$ cat config.mk
export PLATFORM = sky130hd
export DESIGN_NAME = multi_road_traffic_controller
export DESIGN_NICKNAME = d
export VERILOG_FILES = /design/src/rtl/traffic_pkg.sv /design/src/rtl/tc_phase_timer.sv /design/src/rtl/multi_road_traffic_controller.sv
export SDC_FILE = /design/constraint.sdc
export NUM_CORES = 1
export LEC_CHECK = 0
export ABC_AREA = 0
export CAP_MARGIN = 10
export CORE_UTILIZATION = 35
export DETAILED_ROUTE_END_ITERATION = 16
export SYNTH_ARGS = -nofsm -noshare
export SYNTH_HDL_FRONTEND = slang
export SYNTH_SLANG_ARGS = --single-unit
$ cat constraint.sdc
create_clock -name clk -period 5.2 [get_ports clk]
set_clock_uncertainty 0.2 [all_clocks]
set_input_delay 1.04 -clock clk [delete_from_list [all_inputs] [get_ports clk]]
set_output_delay 1.04 -clock clk [all_outputs]
set_load 0.05 [all_outputs]
$ cat src/rtl/traffic_pkg.sv
// -----------------------------------------------------------------------------
// traffic_pkg
// Shared definitions for the multi-road traffic controller:
//   - phase_e    : intersection phase encoding
//   - RED/YEL/GRN: per-road {red,yellow,green} light codes
//   - lowest_set : priority encoder (lowest set index) used for emergencies
//   - max_int    : helper used to size the phase timer
// -----------------------------------------------------------------------------
package traffic_pkg;

  typedef enum logic [1:0] {
    GREEN     = 2'd0,
    YELLOW    = 2'd1,
    ALL_RED   = 2'd2,
    EMG_GREEN = 2'd3
  } phase_e;

  localparam logic [2:0] RED = 3'b100;
  localparam logic [2:0] YEL = 3'b010;
  localparam logic [2:0] GRN = 3'b001;

  // Widest request vector the priority encoder accepts (caps NUM_ROADS).
  localparam int MAX_ROADS = 32;

  // Index of the lowest set bit; 0 when no bit is set (callers qualify
  // the result with a separate "any request" term).
  function automatic int lowest_set(input logic [MAX_ROADS-1:0] vec);
    int idx;
    idx = 0;
    for (int i = MAX_ROADS - 1; i >= 0; i--) begin
      if (vec[i]) idx = i;
    end
    return idx;
  endfunction

  function automatic int max_int(input int a, input int b);
    return (a > b) ? a : b;
  endfunction

endpackage

$ cat src/rtl/tc_phase_timer.sv
// -----------------------------------------------------------------------------
// tc_phase_timer
// Loadable down-counter that times one intersection phase. A phase of T
// cycles is started by loading T-1; the count then falls by one per cycle
// and rests at zero. done_o flags the final cycle of the phase.
//   clk        : system clock (1 cycle = 1 s)
//   rst_n      : asynchronous active-low reset, count returns to RST_VAL
//   load_i     : load load_val_i on the next edge (overrides counting)
//   load_val_i : value to load (phase length minus one)
//   count_o    : cycles remaining in the current phase after this one
//   done_o     : high while count_o is zero
// -----------------------------------------------------------------------------
module tc_phase_timer #(
  parameter int            TW      = 4,
  parameter logic [TW-1:0] RST_VAL = '0
) (
  input  logic          clk,
  input  logic          rst_n,
  input  logic          load_i,
  input  logic [TW-1:0] load_val_i,
  output logic [TW-1:0] count_o,
  output logic          done_o
);

  logic [TW-1:0] count_q, count_d;

  always_comb begin
    count_d = count_q;
    if (load_i) begin
      count_d = load_val_i;
    end else if (count_q != '0) begin
      count_d = count_q - TW'(1);
    end
  end

  // NOTE: state registers use non-blocking assignments so every flop
  // samples values from before the edge, independent of block ordering.
  always_ff @(posedge clk or negedge rst_n) begin
    if (!rst_n) count_q <= RST_VAL;
    else        count_q <= count_d;
  end

  assign count_o = count_q;
  assign done_o  = (count_q == '0);

endmodule

$ cat src/rtl/multi_road_traffic_controller.sv
// -----------------------------------------------------------------------------
// multi_road_traffic_controller
// N-road intersection controller. Roads are served round-robin through
// GREEN -> YELLOW -> ALL_RED. Pedestrian presses are latched per road and
// granted as a walk window at the start of another road's green. Emergency
// presses are latched per road and preempt normal rotation, lowest index
// first, with an EMG_GREEN phase.
//   clk         : 1 Hz system tick, one cycle = one second
//   reset       : asynchronous, active-low
//   emergency   : per-road emergency request (pulse or level)
//   ped_button  : per-road pedestrian request (pulse or level)
//   lights      : per-road {red,yellow,green}, road i at [3i+2:3i]
//   walk        : walk signal for crossing road i
//   buzzer      : warning during the last BUZZ_T cycles of walk[i]
//   active_road : index of the road owning the current phase
//   emg_active  : high while an emergency green is served
// -----------------------------------------------------------------------------
module multi_road_traffic_controller
  import traffic_pkg::*;
#(
  parameter int NUM_ROADS = 2,
  parameter int GREEN_T   = 10,
  parameter int YELLOW_T  = 3,
  parameter int ALLRED_T  = 1,
  parameter int WALK_T    = 6,
  parameter int BUZZ_T    = 2,
  parameter int EMG_T     = 8,
  localparam int IDXW     = $clog2(NUM_ROADS)
) (
  input  logic                   clk,
  input  logic                   reset,
  input  logic [NUM_ROADS-1:0]   emergency,
  input  logic [NUM_ROADS-1:0]   ped_button,
  output logic [3*NUM_ROADS-1:0] lights,
  output logic [NUM_ROADS-1:0]   walk,
  output logic [NUM_ROADS-1:0]   buzzer,
  output logic [IDXW-1:0]        active_road,
  output logic                   emg_active
);

  localparam int MAX_T = max_int(max_int(GREEN_T, YELLOW_T), max_int(ALLRED_T, EMG_T));
  localparam int TW    = (MAX_T > 1) ? $clog2(MAX_T) : 1;

  typedef logic [TW-1:0]        tval_t;
  typedef logic [NUM_ROADS-1:0] rmask_t;
  typedef logic [IDXW-1:0]      ridx_t;

  localparam tval_t GREEN_LD  = tval_t'(GREEN_T - 1);
  localparam tval_t YELLOW_LD = tval_t'(YELLOW_T - 1);
  localparam tval_t ALLRED_LD = tval_t'(ALLRED_T - 1);
  localparam tval_t EMG_LD    = tval_t'(EMG_T - 1);
  // The green timer counts down from GREEN_T-1, so the first WALK_T cycles
  // of green are those with count >= WALK_EDGE, and the buzzer covers the
  // lowest BUZZ_T counts of that window.
  localparam tval_t WALK_EDGE = tval_t'(GREEN_T - WALK_T);
  localparam tval_t BUZZ_EDGE = tval_t'(GREEN_T - WALK_T + BUZZ_T - 1);
  localparam ridx_t LAST_ROAD = ridx_t'(NUM_ROADS - 1);

  phase_e state_q, state_d;
  ridx_t  road_q, road_d;
  rmask_t ped_req_q, ped_req_d;
  rmask_t emg_req_q, emg_req_d;
  rmask_t grant_q, grant_d;

  logic   tmr_load, tmr_done;
  tval_t  tmr_val, tmr_count;

  tc_phase_timer #(
    .TW      (TW),
    .RST_VAL (ALLRED_LD)
  ) u_timer (
    .clk        (clk),
    .rst_n      (reset),
    .load_i     (tmr_load),
    .load_val_i (tmr_val),
    .count_o    (tmr_count),
    .done_o     (tmr_done)
  );

  // Requests present this edge count as latched, so a press on the exiting
  // cycle is honoured by the transition it coincides with.
  rmask_t ped_pend, emg_pend;
  ridx_t  emg_idx, next_road;
  rmask_t emg_mask, road_mask, next_mask;
  logic   walk_win, buzz_win;

  assign ped_pend  = ped_req_q | ped_button;
  assign emg_pend  = emg_req_q | emergency;
  assign emg_idx   = ridx_t'(lowest_set(32'(emg_pend)));
  assign next_road = (road_q == LAST_ROAD) ? '0 : road_q + ridx_t'(1);
  assign emg_mask  = rmask_t'(1) << emg_idx;
  assign road_mask = rmask_t'(1) << road_q;
  assign next_mask = rmask_t'(1) << next_road;

  assign walk_win  = (state_q == GREEN) && (tmr_count >= WALK_EDGE);
  assign buzz_win  = walk_win && (tmr_count <= BUZZ_EDGE);
  assign walk      = walk_win ? grant_q : '0;
  assign buzzer    = buzz_win ? grant_q : '0;

  always_comb begin
    // NOTE: every output of this block gets a default first; a path that
    // left one unassigned would infer a latch.
    state_d   = state_q;
    road_d    = road_q;
    ped_req_d = ped_pend;
    emg_req_d = emg_pend;
    grant_d   = grant_q;
    tmr_load  = 1'b0;
    tmr_val   = '0;

    case (state_q)
      GREEN: begin
        if (|emg_pend) begin
          // Preemption: interrupted walks go back into the request latch.
          ped_req_d = ped_pend | walk;
          grant_d   = '0;
          tmr_load  = 1'b1;
          if (emg_idx == road_q) begin
            state_d   = EMG_GREEN;
            tmr_val   = EMG_LD;
            emg_req_d = emg_pend & ~emg_mask;
          end else begin
            state_d   = YELLOW;
            tmr_val   = YELLOW_LD;
          end
        end else if (tmr_done) begin
          state_d  = YELLOW;
          grant_d  = '0;
          tmr_load = 1'b1;
          tmr_val  = YELLOW_LD;
        end
      end

      YELLOW: begin
        if (tmr_done) begin
          state_d  = ALL_RED;
          tmr_load = 1'b1;
          tmr_val  = ALLRED_LD;
        end
      end

      ALL_RED: begin
        if (tmr_done) begin
          tmr_load = 1'b1;
          if (|emg_pend) begin
            state_d   = EMG_GREEN;
            road_d    = emg_idx;
            tmr_val   = EMG_LD;
            emg_req_d = emg_pend & ~emg_mask;
          end else begin
            // Grant every crossing except the road turning green; that
            // road's request waits for another road's green.
            state_d   = GREEN;
            road_d    = next_road;
            tmr_val   = GREEN_LD;
            grant_d   = ped_pend & ~next_mask;
            ped_req_d = ped_pend & next_mask;
          end
        end
      end

      EMG_GREEN: begin
        // A repeat request from the served road extends the phase instead
        // of queueing a second service.
        emg_req_d = emg_pend & ~road_mask;
        if (|(emergency & road_mask)) begin
          tmr_load = 1'b1;
          tmr_val  = EMG_LD;
        end else if (tmr_done) begin
          state_d  = YELLOW;
          tmr_load = 1'b1;
          tmr_val  = YELLOW_LD;
        end
      end

      default: ;
    endcase
  end

  always_ff @(posedge clk or negedge reset) begin
    if (!reset) begin
      state_q   <= ALL_RED;
      road_q    <= LAST_ROAD;
      ped_req_q <= '0;
      emg_req_q <= '0;
      grant_q   <= '0;
    end else begin
      state_q   <= state_d;
      road_q    <= road_d;
      ped_req_q <= ped_req_d;
      emg_req_q <= emg_req_d;
      grant_q   <= grant_d;
    end
  end

  always_comb begin
    for (int i = 0; i < NUM_ROADS; i++) begin
      lights[3*i +: 3] = RED;
      if (road_q == ridx_t'(i)) begin
        case (state_q)
          GREEN, EMG_GREEN: lights[3*i +: 3] = GRN;
          YELLOW:           lights[3*i +: 3] = YEL;
          default:          ;
        endcase
      end
    end
  end

  assign active_road = road_q;
  assign emg_active  = (state_q == EMG_GREEN);

endmodule

Word level (Yosys, flattened, before mapping). Cells that the tools add are included.

Add/sub/neg operators: 2. Shifts and indexed selects: 3. Bitwise gates (word level): 11. Multiplexer cells: 44. Reduce and logical (&&, ||, !) cells: 14. Magnitude comparators: 2. Equal/unequal tests: 9.

Operators with widths (number): $mux 2 (21); $mux 4 (6); $pmux 4 s4 (1); $and 2x2->2 (5); $mux 3 (3); $ne 2x2->1 const B (4); $pmux 2 s2 (2); $pmux 2 s4 (1); $reduce_or 2->1 (4); $mux 1 (7); $not 2->2 (3); $or 2x2->2 (3); $pmux 2 s3 (1); $pmux 3 s2 (1); $shl 1x1->2 const A (3); $eq 2x2->1 const B (2); $ge 4x3->1 const B (1); $le 4x3->1 const B (1); $logic_not 4->1 (1); $reduce_and 4->1 (1); $reduce_bool 2->1 (2); $reduce_bool 4->1 (1); $sub 4x1->4 const B (1); $ne 3x2->1 const B (1); other kinds (8) (9).

Output and inout bits: 12. Bits in registers: 13. Input port bits: 6. Word-level logic and storage cells: 91.

Depth between registers and ports, before layout. Gate-level depths: netlist of run 1.

Word-level depth: 9. Gate-level depth with buffers: 7. Mapped depth without buffers: 6.

Hierarchy. From an unflattened synthesis of run 1, not the netlist that was laid out.

Cells, all modules: 118. Area total of the unflattened synthesis: 1001.0 µm².

By module, submodules not included: multi_road_traffic_controller (sequential area each 227.7 µm², instances 1, area each 767.0 µm², cells each 96); tc_phase_timer (sequential area each 100.1 µm², instances 1, area each 234.0 µm², cells each 22).

Worst setup path after synthesis of run 1. Ideal clock, no wire load.

Kind: reg2out. Start point: reg state_q[0]. End point: out buzzer[0]. Path buffers: 1. Arrival: 2.472 ns. Data required time: 3.960 ns. Slack: 1.488 ns. Cell stages (with the launch flop): 6. Path through: dfrtp_1 -> inv_1 -> ha_1 -> buf_2 -> nand2_1 -> nor4b_1.

Word-level cells in the longest chain between the ends: 4.

RTL lines: from (decl) (line multi_road_traffic_controller.sv:59) `phase_e state_q, state_d;`; from (signal assigned) (line multi_road_traffic_controller.sv:188) `state_q <= state_d;`; $logic_not 2->1 (line multi_road_traffic_controller.sv:95) `assign walk_win = (state_q == GREEN) && (tmr_count >= WALK_EDGE);`; $logic_and 1x1->1 (line multi_road_traffic_controller.sv:95); $logic_and 1x1->1 (line multi_road_traffic_controller.sv:96) `assign buzz_win = walk_win && (tmr_count <= BUZZ_EDGE);`; $mux 2 (line multi_road_traffic_controller.sv:98) `assign buzzer = buzz_win ? grant_q : '0;`; to (decl) (line multi_road_traffic_controller.sv:36) `output logic [NUM_ROADS-1:0] buzzer,`.

No other way between the ends.

Worst setup path after layout of run 1. Ends and elaborated chain as after synthesis.

==> metrics, run 1 <==
maximum frequency from static timing analysis=0.272 GHz; net count after synthesis=116; detailed-route wire length=2220 µm; Synth Instances=103; R2R cell count=6; global-route wire length before repair=3630 µm; flop2flop setup slack=3.12 ns; Multi-input gate area=599 µm²; number of cells traversed by the worst hold path=1; Final GP Congestion=0.806; top post-synthesis cells by area=dfrtp_1 28%, ha_1 8.8%, dfstp_2 5.3%, mux2i_1 4.0%, nor2_1 3.4%; remaining antenna violation count after routing=0; initial antenna violation count=0; layout cell share with drive strength beyond 1=10.9%; top_reg_cell synth=dfrtp_1; number of enable-type register cells in the synthesized netlist=0; clock root cell=clkbuf_4; dominant combinational cell family by area after synthesis=simple AND/OR/NAND/NOR gates; TritonCTS Buffers=3; total placed instance area=1160 µm²; Netlist cell types=46; fin crit share=70.6%; final cell count without fillers=149; fill cell total of the finished layout=252; result of the run=finished clean; synthesized area=996 µm²; routed wirelength normalized by instance count=14.9 µm; violation count after the first detailed-routing iteration=23; cell type with the highest aggregate area in the netlist=dfrtp_1; post-CTS setup repair buffer count=0; r2r endpoint=state_q[0]$_DFFE_PN0P_; total negative slack for setup checks=0 ns; Core Region=2590 µm²; slew at the pin closest to its max-slew limit=0.602 ns; number of nets at the end of the flow=133; IO Pins=18; number of global-route vias before repair=751; number of maximum-capacitance constraint violations=0; Hold Crit Start=u_timer.count_o[0]$_DFFE_PN0P_; required arrival time at the worst endpoint=3.96 ns; Inst Count DP=145; GRT Overall Usage=14.9%; worst relative slew slack=59.7%; clock insertion delay at the later pin of the skew report=0.28 ns; hold_ws=0.315 ns; synthesized area divided by synthesized cell count=9.67 µm²; initial core utilization=38.5%; height of the die=55.3 µm; post-CTS clock slew at the launch and capture registers of the worst setup and hold paths=0.07 ns; overall via count from detail_route=825; multiplexer fraction of the synthesized cell area=8.92%; adder and majority cell fraction of the synthesized area=8.79%; Worst EP arrival=2.43 ns; Synth top area share=27.6%; Die X-Extent=55.3 µm; clock period minus final worst setup slack=3.67 ns; crit-path max FO=9; DRT Pass-1 Iters=4; # clock sinks=13; # port buffers=17; Syn-to-layout area delta=18.8%; CP Capture Type=primary output; count of final max-slew check failures=0; flops & latches, synth=13; startpoint type of the worst setup path=register; most frequent cell after synthesis=dfrtp_1; count of inserted antenna diode cells=0; number of rows created at floorplan=18; Crit Path Category=register to primary output; Storage cell area=328 µm²; warnings from Yosys=0; xor-xnor portion of the synthesized cell area=1.76%; buffer depth of the longest clock path=2; compound-cell area share of the yosys netlist=20.1%; largest net degree at the start of global routing=16; class of the most critical hold timing path=register to register; sequential-to-total area share from yosys stat=32.9%; unrepaired setup endpoints after global routing=no; total grt overflow=0; HPWL Detailed=1700 µm; PostCTS Resize Cnt=0; Finished Cell Area=1180 µm²; DRC violations left=0; most instantiated cells after synthesis=11 x dfrtp_1, 9 x nor2_1, 7 x ha_1; TritonCTS clock tree=yes; H-tree Lvls=1; Hold Violations, Final=0; RR Startpoint=u_timer.count_o[0]$_DFFE_PN0P_; # setup viols final=0; quantity of hold-fixing buffers added after cts=0; WHS Endpoint=u_timer.count_o[0]$_DFFE_PN0P_; via-per-instance ratio=5.54; basic-gate share of the synthesized area counting and, or, nand and nor cells=20.6%; post-synthesis async set-or-reset flop share=100%; die outline area=3060 µm²
how the worst max path moves through the flow:
stage	start	to	slack, ns	cells past startpoint
after CTS	state_q[0]$_DFFE_PN0P_	buzzer[0]	1.53	5
after global placement	state_q[0]$_DFFE_PN0P_	buzzer[0]	1.91	5
after detailed placement	state_q[0]$_DFFE_PN0P_	buzzer[0]	1.85	5
after global routing	state_q[0]$_DFFE_PN0P_	buzzer[0]	1.39	5
final	state_q[0]$_DFFE_PN0P_	buzzer[0]	1.53	5
after floorplan	state_q[0]$_DFFE_PN0P_	buzzer[0]	1.49	5
registers in the layout, indices dropped and copies added, names as in the netlist:
name,cells
u_timer.count_o,4
active_road,1
emg_req_q,2
ped_req_q,2
state_q,2
grant_q,2
cell type report:
class                      count  share of cell area (%)
sequential                    13                    27.7
inverter                       6                    1.90
tap                           30                    3.17
timing repair buffer          17                    14.4
clock buffer                   4                    2.22
multi-input combinational     79                    50.6
metrics by stage:
stage                     setup slack, ns  utilization (%)
after global routing                 1.39             45.7
final                                1.53             45.7
after detailed placement             1.85             44.7
after CTS                            1.53             45.7
after global placement               1.91             44.7
after floorplan                      1.49                -
placed cells by master, fill, tap and decap left out, types with 2 or more instances in the layout:
cell type,synthesis,final
a21oi_1,4,4
and2_1,3,3
and3_1,2,2
clkbuf_4,0,3
clkdlybuf4s50_1,0,17
dfrtp_1,11,11
dfstp_2,2,2
ha_1,7,7
inv_1,6,6
mux2i_1,4,4
nand2_1,3,3
nand2b_1,2,2
nand3_1,4,4
nor2_1,9,9
nor3_1,2,2
nor4_1,3,3
o21ai_0,4,4
o311ai_1,2,2
o31ai_1,2,2
o32ai_1,2,2
or2_1,2,2
xnor2_1,2,2
kinds of logic (layout without fill, tap and decap cells):
logic type | Yosys count | in the layout
buffers and inverters | 11 | 27
DFF | 13 | 13
xor gates and xnor gates | 2 | 2
AOI/OAI and AO/OA | 27 | 27
muxes | 7 | 7
adders and majority gates | 7 | 7
and+or+nand+nor | 36 | 36
routing by layer:
metal	vias to the layer above	track usage [%]	routed length, µm
li1	415	-	-
met1	389	21.5	1080
met3	0	4.92	105
met5	-	0	0
met4	0	2.14	0
met2	21	22.0	1040
worst max-delay path, cell delays in order (launching register included):
cell	delay, ns
dfrtp_1	0.42
inv_1	0.12
ha_1	0.36
nand2_1	0.13
nor4b_1	0.26
clkdlybuf4s50_1	0.86
Power of run 1 is not shown: default switching activity piles up to over one toggle a cycle in this logic, so the estimate is an artifact.
==> run 2: changes to the inputs <==
clock period = 3.15 ns   (was 5.2 ns; I/O delays follow)
==> metrics, run 2 (synthesis gave the netlist of run 1 again) <==
Storage cell area=328 µm²; TritonCTS Buffers=3; fill cell total of the finished layout=245; crit-path max FO=9; Largest register FFs=4; TritonCTS clock tree=yes; via-per-instance ratio=5.57; # setup viols final=0; number of maximum-capacitance constraint violations=0; height of the die=55.3 µm; slew at the pin closest to its max-slew limit=0.595 ns; clock period minus final worst setup slack=3.02 ns; Die X-Extent=55.3 µm; r2r endpoint=u_timer.count_o[1]$_DFFE_PN0P_; slowest library cell on the worst path=clkdlybuf4s50_1; Critical Path End=walk[0]; RR Startpoint=u_timer.count_o[0]$_DFFE_PN0P_; family of cells with the greatest summed delay on the critical path=buffers and inverters; unrepaired setup endpoints after global routing=no; total grt overflow=0; worst relative slew slack=60.2%; Core Region=2590 µm²; Multi-input gate area=606 µm²; number of global-route vias before repair=830; initial antenna violation count=0; DRC violations left=0; number of nets at the end of the flow=134; routed wirelength normalized by instance count=15.2 µm; Crit Path Category=register to primary output; required arrival time at the worst endpoint=2.32 ns; violation count after the first detailed-routing iteration=18; detailed-route wire length=2270 µm; post-CTS clock slew at the launch and capture registers of the worst setup and hold paths=0.07 ns; remaining antenna violation count after routing=0; overall via count from detail_route=835; number of buffer and inverter instances along the worst setup path=2; result of the run=finished clean; # clock sinks=13; flop2flop setup slack=1.04 ns; maximum frequency from static timing analysis=0.332 GHz; layout cell share with drive strength beyond 1=14.2%; total negative slack for setup checks=0 ns; H-tree Lvls=1; start point of the critical path=state_q[0]$_DFFE_PN0P_; DRT Pass-1 Iters=4; buffer depth of the longest clock path=2; CP Capture Type=primary output; number of rows created at floorplan=18; clock insertion delay at the later pin of the skew report=0.27 ns; Worst EP arrival=2.19 ns; fin crit share=95.7%; clock root cell=clkbuf_4; R2R cell count=6; count of final max-slew check failures=0; class of the most critical hold timing path=register to register; die outline area=3060 µm²; # port buffers=17; number of logic stages on the critical path including buffering=4; cells along the critical path=inv_1 -> ha_1 -> and3_1 -> clkdlybuf4s50_1; initial core utilization=38.5%; Syn-to-layout area delta=20.0%; most common cell after layout, fill and taps aside=clkdlybuf4s50_1; HPWL Detailed=1740 µm; Final GP Congestion=0.857; GRT Overall Usage=15.5%; commonest cells after routing, fill and taps aside=14 x clkdlybuf4s50_1, 11 x dfrtp_1, 9 x nor2_1, 7 x ha_1, 6 x inv_1; count of inserted antenna diode cells=0; IO Pins=18; largest net degree at the start of global routing=16; startpoint type of the worst setup path=register; largest stage delay on the critical path=0.80 ns; global-route wire length before repair=3860 µm; Hold Violations, Final=0
run 2: changes by cell type in the layout (fill, tap and decap cells not counted):
| cell | delta |
|---|---|
| buf_4 | +3 |
| clkdlybuf4s50_1 | -3 |
| nor4b_1 | -1 |
| dlymetal6s2s_1 | +1 |
| nor4b_2 | +1 |
run 2: worst reg2reg max path, delay by kind of cell, from the launching register on:
family                   cells  cell delay [ns]
adder cells (fa/ha/maj)      1             0.23
buffers and inverters        1             0.08
AND/OR/NAND/NOR              1             0.48
AO/OA/AOI/OAI                2             0.47
flip-flops                   1             0.42
multiplexers                 1             0.17
run 2: per-layer routing:
layer | up-vias | track usage, % | share of wire (%) | wire [µm]
met5 | - | 0 | 0 | 0
met4 | 0 | 3.93 | 1.3 | 29
met3 | 4 | 4.92 | 5.0 | 114
met2 | 24 | 23.8 | 43 | 980
met1 | 393 | 21.2 | 51 | 1150
li1 | 414 | - | - | -
run 2: worst min path at each step:
stage	from	endpoint	slack, ns	cells past startpoint
global placement	u_timer.count_o[0]$_DFFE_PN0P_	u_timer.count_o[0]$_DFFE_PN0P_	0.31	1
floorplan	reset	emg_req_q[0]$_DFF_PN0_	0.13	0
global route	u_timer.count_o[0]$_DFFE_PN0P_	u_timer.count_o[0]$_DFFE_PN0P_	0.35	1
detailed placement	ped_req_q[0]$_DFF_PN0_	ped_req_q[0]$_DFF_PN0_	0.32	2
CTS	u_timer.count_o[0]$_DFFE_PN0P_	u_timer.count_o[0]$_DFFE_PN0P_	0.33	1
finish	u_timer.count_o[0]$_DFFE_PN0P_	u_timer.count_o[0]$_DFFE_PN0P_	0.33	1
run 2: timing repair:
action | 4_1_cts | 5_1_grt
resized for setup | 0 | 1
buffers inserted | 0 | 0
hold buffers | 0 | 0
endpoints found under the setup margin | 0 | 1
run 2: cell type report:
| type | instances | area share (%) |
|---|---|---|
| repair buffers | 18 | 14.7 |
| well taps | 30 | 3.14 |
| multi-input cells | 79 | 50.7 |
| inverters | 6 | 1.88 |
| flip-flops and latches | 13 | 27.4 |
| clock buffers | 4 | 2.20 |
run 2: stage by stage:
stage          instance area (µm²)  std cells  worst slack [ns]  utilization [%]  hold slack [ns]
2_1_floorplan                 1000        103           0.00430                -            0.134
3_3_place_gp                  1170        146             0.444             45.0            0.307
3_5_place_dp                  1170        146             0.422             45.0            0.318
4_1_cts                       1190        150             0.115             46.0            0.334
5_1_grt                       1190        150           0.00469             46.1            0.347
6_report                      1190        150             0.134             46.1            0.326
Power of run 2 is left out for the same reason.
==> run 3: changes to the inputs <==
HOLD_SLACK_MARGIN = 0.03   (was unset)
==> results of run 3 <==
No change in the layout: final DEF, timing and power equal those of run 2.
Power of run 3 is left out for the same reason.
